==> src/rtl/param_menu_ctrl.sv <==
// Menu controller for a bank of parameter cells: one-hot selection, restore routing,
// inactivity timeout, and preset recall from an external store into the cells' load ports.
//
// state   | meaning
// --------+----------------------------------------------------------
// IDLE    | menu closed, no cell selected, last sel_idx remembered
// ACTIVE  | menu open, cell sel_idx selected, timeout running
// LD_RD   | issue one preset store read for entry ld_idx
// LD_WAIT | wait for the store's read data
// LD_WR   | strobe load_valid for entry ld_idx, then advance or return
module param_menu_ctrl #(
    parameter int NUM_PARAMS   = 8,
    parameter int IDX_WIDTH    = 3,
    parameter int PARAM_WIDTH  = 8,
    parameter int PRESET_WIDTH = 2,
    parameter int TIMEOUT_MS   = 5000
) (
    input  logic                              clk,
    input  logic                              resetn,
    input  logic                              pulse_ms,
    input  logic                              key_next,
    input  logic                              key_prev,
    input  logic                              key_restore,
    input  logic                              preset_req,
    input  logic [PRESET_WIDTH-1:0]           preset_id,
    output logic                              mem_rd_en,
    output logic [PRESET_WIDTH+IDX_WIDTH-1:0] mem_rd_addr,
    input  logic                              mem_rd_valid,
    input  logic [PARAM_WIDTH-1:0]            mem_rd_data,
    output logic [NUM_PARAMS-1:0]             sel_onehot,
    output logic [IDX_WIDTH-1:0]              sel_idx,
    output logic                              restore,
    output logic [NUM_PARAMS-1:0]             load_valid,
    output logic [PARAM_WIDTH-1:0]            load_data,
    output logic                              menu_active,
    output logic                              busy
);

    localparam int CNT_WIDTH = $clog2(TIMEOUT_MS + 1);
    localparam logic [IDX_WIDTH-1:0]  LAST_IDX = IDX_WIDTH'(NUM_PARAMS - 1);
    localparam logic [CNT_WIDTH-1:0]  CNT_LAST = CNT_WIDTH'(TIMEOUT_MS - 1);
    localparam logic [NUM_PARAMS-1:0] ONE_HOT0 = NUM_PARAMS'(1);

    typedef enum logic [2:0] {
        IDLE    = 3'd0,
        ACTIVE  = 3'd1,
        LD_RD   = 3'd2,
        LD_WAIT = 3'd3,
        LD_WR   = 3'd4
    } state_t;

    state_t                            state, state_nxt;
    state_t                            ret_state, ret_state_nxt;
    logic [CNT_WIDTH-1:0]              cnt, cnt_nxt;
    logic [IDX_WIDTH-1:0]              ld_idx, ld_idx_nxt;
    logic [PRESET_WIDTH-1:0]           preset, preset_nxt;
    logic [IDX_WIDTH-1:0]              sel_idx_nxt;
    logic [PARAM_WIDTH-1:0]            load_data_nxt;
    logic [NUM_PARAMS-1:0]             load_valid_nxt;
    logic [NUM_PARAMS-1:0]             sel_onehot_nxt;
    logic [PRESET_WIDTH+IDX_WIDTH-1:0] mem_rd_addr_nxt;
    logic                              mem_rd_en_nxt;
    logic                              restore_nxt;
    logic                              menu_active_nxt;
    logic                              busy_nxt;
    logic                              any_key;

    always_ff @(posedge clk) begin
        if (!resetn) begin
            state       <= IDLE;
            ret_state   <= IDLE;
            cnt         <= '0;
            ld_idx      <= '0;
            preset      <= '0;
            sel_idx     <= '0;
            sel_onehot  <= '0;
            restore     <= 1'b0;
            load_valid  <= '0;
            load_data   <= '0;
            mem_rd_en   <= 1'b0;
            mem_rd_addr <= '0;
            menu_active <= 1'b0;
            busy        <= 1'b0;
        end else begin
            state       <= state_nxt;
            ret_state   <= ret_state_nxt;
            cnt         <= cnt_nxt;
            ld_idx      <= ld_idx_nxt;
            preset      <= preset_nxt;
            sel_idx     <= sel_idx_nxt;
            sel_onehot  <= sel_onehot_nxt;
            restore     <= restore_nxt;
            load_valid  <= load_valid_nxt;
            load_data   <= load_data_nxt;
            mem_rd_en   <= mem_rd_en_nxt;
            mem_rd_addr <= mem_rd_addr_nxt;
            menu_active <= menu_active_nxt;
            busy        <= busy_nxt;
        end
    end

    always_comb begin
        state_nxt       = state;
        ret_state_nxt   = ret_state;
        cnt_nxt         = cnt;
        ld_idx_nxt      = ld_idx;
        preset_nxt      = preset;
        sel_idx_nxt     = sel_idx;
        load_data_nxt   = load_data;
        load_valid_nxt  = '0;
        restore_nxt     = 1'b0;
        mem_rd_en_nxt   = 1'b0;
        mem_rd_addr_nxt = mem_rd_addr;
        any_key         = key_next | key_prev | key_restore;

        case (state)
            IDLE, ACTIVE: begin
                if (preset_req) begin
                    // Recall wins over any same-cycle key press.
                    preset_nxt      = preset_id;
                    ret_state_nxt   = state;
                    ld_idx_nxt      = '0;
                    state_nxt       = LD_RD;
                    mem_rd_en_nxt   = 1'b1;
                    mem_rd_addr_nxt = {preset_id, IDX_WIDTH'(0)};
                end else if (state == IDLE) begin
                    if (key_next || key_prev) begin
                        state_nxt = ACTIVE;
                        cnt_nxt   = '0;
                    end
                end else if (any_key) begin
                    cnt_nxt = '0;
                    if (key_restore) begin
                        restore_nxt = 1'b1;
                    end else if (key_next && !key_prev) begin
                        sel_idx_nxt = (sel_idx == LAST_IDX) ? '0 : sel_idx + 1'b1;
                    end else if (key_prev && !key_next) begin
                        sel_idx_nxt = (sel_idx == '0) ? LAST_IDX : sel_idx - 1'b1;
                    end
                end else if (pulse_ms) begin
                    if (cnt == CNT_LAST) begin
                        state_nxt = IDLE;
                        cnt_nxt   = '0;
                    end else begin
                        cnt_nxt = cnt + 1'b1;
                    end
                end
            end
            LD_RD: begin
                state_nxt = LD_WAIT;
            end
            LD_WAIT: begin
                if (mem_rd_valid) begin
                    load_data_nxt  = mem_rd_data;
                    load_valid_nxt = ONE_HOT0 << ld_idx;
                    state_nxt      = LD_WR;
                end
            end
            LD_WR: begin
                if (ld_idx == LAST_IDX) begin
                    state_nxt = ret_state;
                    if (ret_state == ACTIVE) begin
                        cnt_nxt = '0;
                    end
                end else begin
                    ld_idx_nxt      = ld_idx + 1'b1;
                    state_nxt       = LD_RD;
                    mem_rd_en_nxt   = 1'b1;
                    mem_rd_addr_nxt = {preset, ld_idx + 1'b1};
                end
            end
            default: begin
                state_nxt = IDLE;
            end
        endcase

        // Outputs are registered from the next state so they align with it.
        menu_active_nxt = (state_nxt == ACTIVE);
        busy_nxt        = (state_nxt == LD_RD) || (state_nxt == LD_WAIT) || (state_nxt == LD_WR);
        sel_onehot_nxt  = (state_nxt == ACTIVE) ? (ONE_HOT0 << sel_idx_nxt) : '0;
    end

endmodule

==> config.mk <==
export PLATFORM = sky130hd
export DESIGN_NAME = param_menu_ctrl
export DESIGN_NICKNAME = d
export VERILOG_FILES = /design/src/rtl/param_menu_ctrl.sv
export SDC_FILE = /design/constraint.sdc
export NUM_CORES = 1
export LEC_CHECK = 0
export BUFFER_PORTS_ARGS = -buffer_cell sky130_fd_sc_hd__buf_2
export CAP_MARGIN = 20
export CORE_ASPECT_RATIO = 0.8
export CORE_MARGIN = 2
export CORE_UTILIZATION = 40
export CTS_CLUSTER_DIAMETER = 60
export CTS_CLUSTER_SIZE = 14
export DETAILED_ROUTE_END_ITERATION = 16
export PLACE_DENSITY = 0.75
export SYNTH_ARGS = -nofsm -noshare
export SYNTH_HDL_FRONTEND = slang
export SYNTH_SLANG_ARGS = --single-unit
==> constraint.sdc <==
create_clock -name clk -period 1.92 [get_ports clk]
set_input_delay 0.288 -clock clk [delete_from_list [all_inputs] [get_ports clk]]
set_output_delay 0.288 -clock clk [all_outputs]
set_load 0.005 [all_outputs]
==> out/results.ini <==
[logic_synthesis]
synth_mux_area_share_pct=0.815
synth_seq_area_share_pct=43.7
yosys.area.top_type=dfxtp_1
synth_edf_count=0
synth_compound_area_share_pct=18.9
synth_adder_area_share_pct=4.80
synth-xor-area-share_pct=0
yosys_warnings=0
synth_area_um2=2610
synth_nets=327
synth_top_cell_area_share_pct=43.7
synth-async-reset-ratio_pct=0
synth.top_cells.by_count=dfxtp_1, nand2_1, nor2_1
synthTopCellsByArea=dfxtp_1, nand2_1, ha_1, a21oi_1, nor2_1
syn_inst=299
synth_top_family_by_area=simple AND/OR/NAND/NOR gates
ys.flop_type=dfxtp_1
ys_seq_elements=57
synth-simple-area-share_pct=26.8
yosysUniqueCellTypes=53
synth_most_common_cell=dfxtp_1
syn_area_per_cell_um2=8.72

[pwr]
leakagePower_nw=1.59
p_int_mw=1.99
power_density_nw_per_um2=740
comb_power_share_pct=12.7
peakVddDrop_mv=0.286
switching_power_mw=0.704
seqPwrFrac_pct=45.9
swShare_pct=26.1
clkPwrFrac_pct=41.4

[clocking]
htree_levels=3
cts-root-buf=clkbuf_8
clk_latency_ns=0.34
cts_made_buffers=9
clock_path_buffers=2
cts_tree=done
clock_sinks=57
holdBufCountCts=0
clk_pin_slew_ns=0.07

[worst_setup_path]
crit_slowest_cell=or4b_4
critPathMaxStageDelay_ns=0.55
arrival_ns=2.21
timing.rr.start=cnt[3]$_SDFFE_PN0P_
critPathLaunchType=register
worstSetupPathType=register to register
crit_path_max_fanout=5
cp_data_required_time_ns=2.12
reg2reg_slack_ns=-0.08
critPathBufInv=0
crit_chain=or4b_4 -> or4_4 -> nand2_1 -> o211a_1 -> nor3_1
cp-end-kind=register
ff2ff_path_depth=5
r2r-end=cnt[4]$_SDFFE_PN0P_
critPathTopFamily=simple AND/OR/NAND/NOR gates

[floorplan]
dieArea_um2=7190
dieHeight_um=76.2
coreArea_um2=6340
ios=54
start_util_pct=41.1
row_count=26
chipWidth_um=94.3

[final_layout]
nFillCells=567
area_delta_synth_final_pct=39.7
antennaDiodeCount=0
nNetsFinal=425
drive_above_1_share_pct=37.8
register_area_um2=1150
final_core_util_pct=57.5
multi_input_area_um2=1490

[global_routing]
antenna_found_initial=0
grtUsageTotal_pct=19.9
grt_max_degree=19
grt_pass1_vias=2470
grt_pass1_wl_um=11200
grt.overflow.total=0

[route]
dr.pass1.iters=5
final_antenna_net_count=0
vias=2605
drt-vias-per-instance=5.36
drc=0
drtIter0Drc=85
finalWirelength_um=7070
wl_per_cell_um=14.6

[sta]
final-setup-viol-count=16
min_period_ns=2.00
tightestPinTransition_ns=0.656
fin_hold_ws_ns=0.181
hold_violations=0
rsz0062_at_grt=yes
finalClockSkew_ns=0.0110
final.setup.worst_slack_ns=-0.0843
slew_viol_final=0
slew_headroom_pct=55.8
clock.fmax_mhz=499
fin_crit_sh_pct=104

[placed_design]
dp_hpwl_um=4910
io_buffers=53
gp_congestion=0.882

[worst_hold_path]
hold_end=load_data[5]$_SDFFE_PN0P_
hold_path_class=input pin to register
hp-start=mem_rd_data[5]
hold_path_depth=3

[outcome]
status=finished with violations
violations=negative setup slack

[job]
cap_violations=0

## layout make-up
| cell class | instances | area share (%) |
|---|---|---|
| Clock buffer | 11 | 3.88 |
| Clock inverter | 5 | 1.51 |
| Inverter | 14 | 1.44 |
| Multi-Input combinational cell | 214 | 41.0 |
| Sequential cell | 57 | 31.5 |
| Tap cell | 84 | 2.88 |
| Timing Repair Buffer | 101 | 17.8 |
## sequential cells by signal, indices dropped and copies added, names as in the netlist, 2 cells and up
name / cells
load_valid: 8
ret_state: 3
load_data: 8
mem_rd_addr: 5
sel_onehot: 8
sel_idx: 3
state: 3
preset: 2
cnt: 13
## cell families (layout without fill, tap and decap cells)
| logic type | after synthesis | after routing |
|---|---|---|
| muxes | 2 | 2 |
| adders and majority gates | 10 | 10 |
| buffers and inverters | 28 | 131 |
| DFF | 57 | 57 |
| AOI/OAI and AO/OA | 70 | 70 |
| and+or+nand+nor | 132 | 132 |
## worst min-delay path: cells and delay by family
family	cells	cell delay [ns]
AO/OA/AOI/OAI	1	0.05
buffers and inverters	1	0.10
AND/OR/NAND/NOR	1	0.05
## worst max-delay path by stage
stage | startpoint | endpoint | cells past startpoint
5_1_grt | mem_rd_addr[0]$_SDFFE_PN0P_ | sel_onehot[1]$_SDFF_PP0_ | 8
2_1_floorplan | cnt[5]$_SDFFE_PN0P_ | sel_onehot[4]$_SDFF_PN0_ | 6
6_report | cnt[3]$_SDFFE_PN0P_ | cnt[4]$_SDFFE_PN0P_ | 5
3_5_place_dp | cnt[5]$_SDFFE_PN0P_ | sel_onehot[6]$_SDFF_PN0_ | 5
4_1_cts | cnt[3]$_SDFFE_PN0P_ | busy$_SDFF_PN0_ | 6
3_3_place_gp | cnt[5]$_SDFFE_PN0P_ | sel_onehot[1]$_SDFF_PP0_ | 5
## power by group through the flow
stage	Combinational (mW)	Sequential (mW)	Clock (mW)
after floorplan	0.178	1.26	0
final	0.343	1.24	1.12
after global placement	0.296	1.26	0
after CTS	0.316	1.24	1.14
after global routing	0.373	1.24	1.19
after detailed placement	0.301	1.26	0
## cell usage in the layout (no fill, tap or decap), types with 5 or more instances in the layout
cell | netlist | final
and3_1 | 9 | 9
buf_6 | 2 | 6
o21ai_0 | 6 | 5
nand2_1 | 39 | 39
a311oi_1 | 5 | 5
buf_4 | 1 | 42
dfxtp_2 | 0 | 7
buf_2 | 4 | 53
inv_1 | 14 | 14
o211a_1 | 7 | 7
nor2_1 | 25 | 23
nand3_1 | 10 | 10
dfxtp_1 | 57 | 50
nor3b_1 | 5 | 5
a21oi_1 | 24 | 22
ha_1 | 10 | 8
clkbuf_8 | 0 | 10
nor4_1 | 8 | 5
nor3_1 | 14 | 11
## per-layer routing
metal  share of wire [%]  up-vias  global-route usage (%)
li1                    -     1286                       -
met1                  45     1210                    25.1
met2                  47       98                    30.1
met3                 7.4       11                    8.01
met4                 1.1        0                    8.12
met5                   0        -                       0
## repair_timing
action                     in CTS  in global routing
pin swaps                       9                  5
setup endpoints to repair      21                 25
gates resized for setup        12                 20
buffers inserted                4                  1
## through the flow
stage | instance area, um^2 | power (mW) | TNS [ns] | setup WS (ns) | cells
after floorplan | 2660 | 1.43 | -0.309 | -0.0442 | 299
after CTS | 3560 | 2.69 | -0.468 | -0.0678 | 485
after detailed placement | 3270 | 1.56 | -1.30 | -0.133 | 465
after global routing | 3640 | 2.80 | -1.87 | -0.150 | 486
after global placement | 3270 | 1.56 | -0.894 | -0.103 | 465
final | 3640 | 2.70 | -0.835 | -0.0843 | 486
Note: power is estimated with default switching activity, not from simulation.
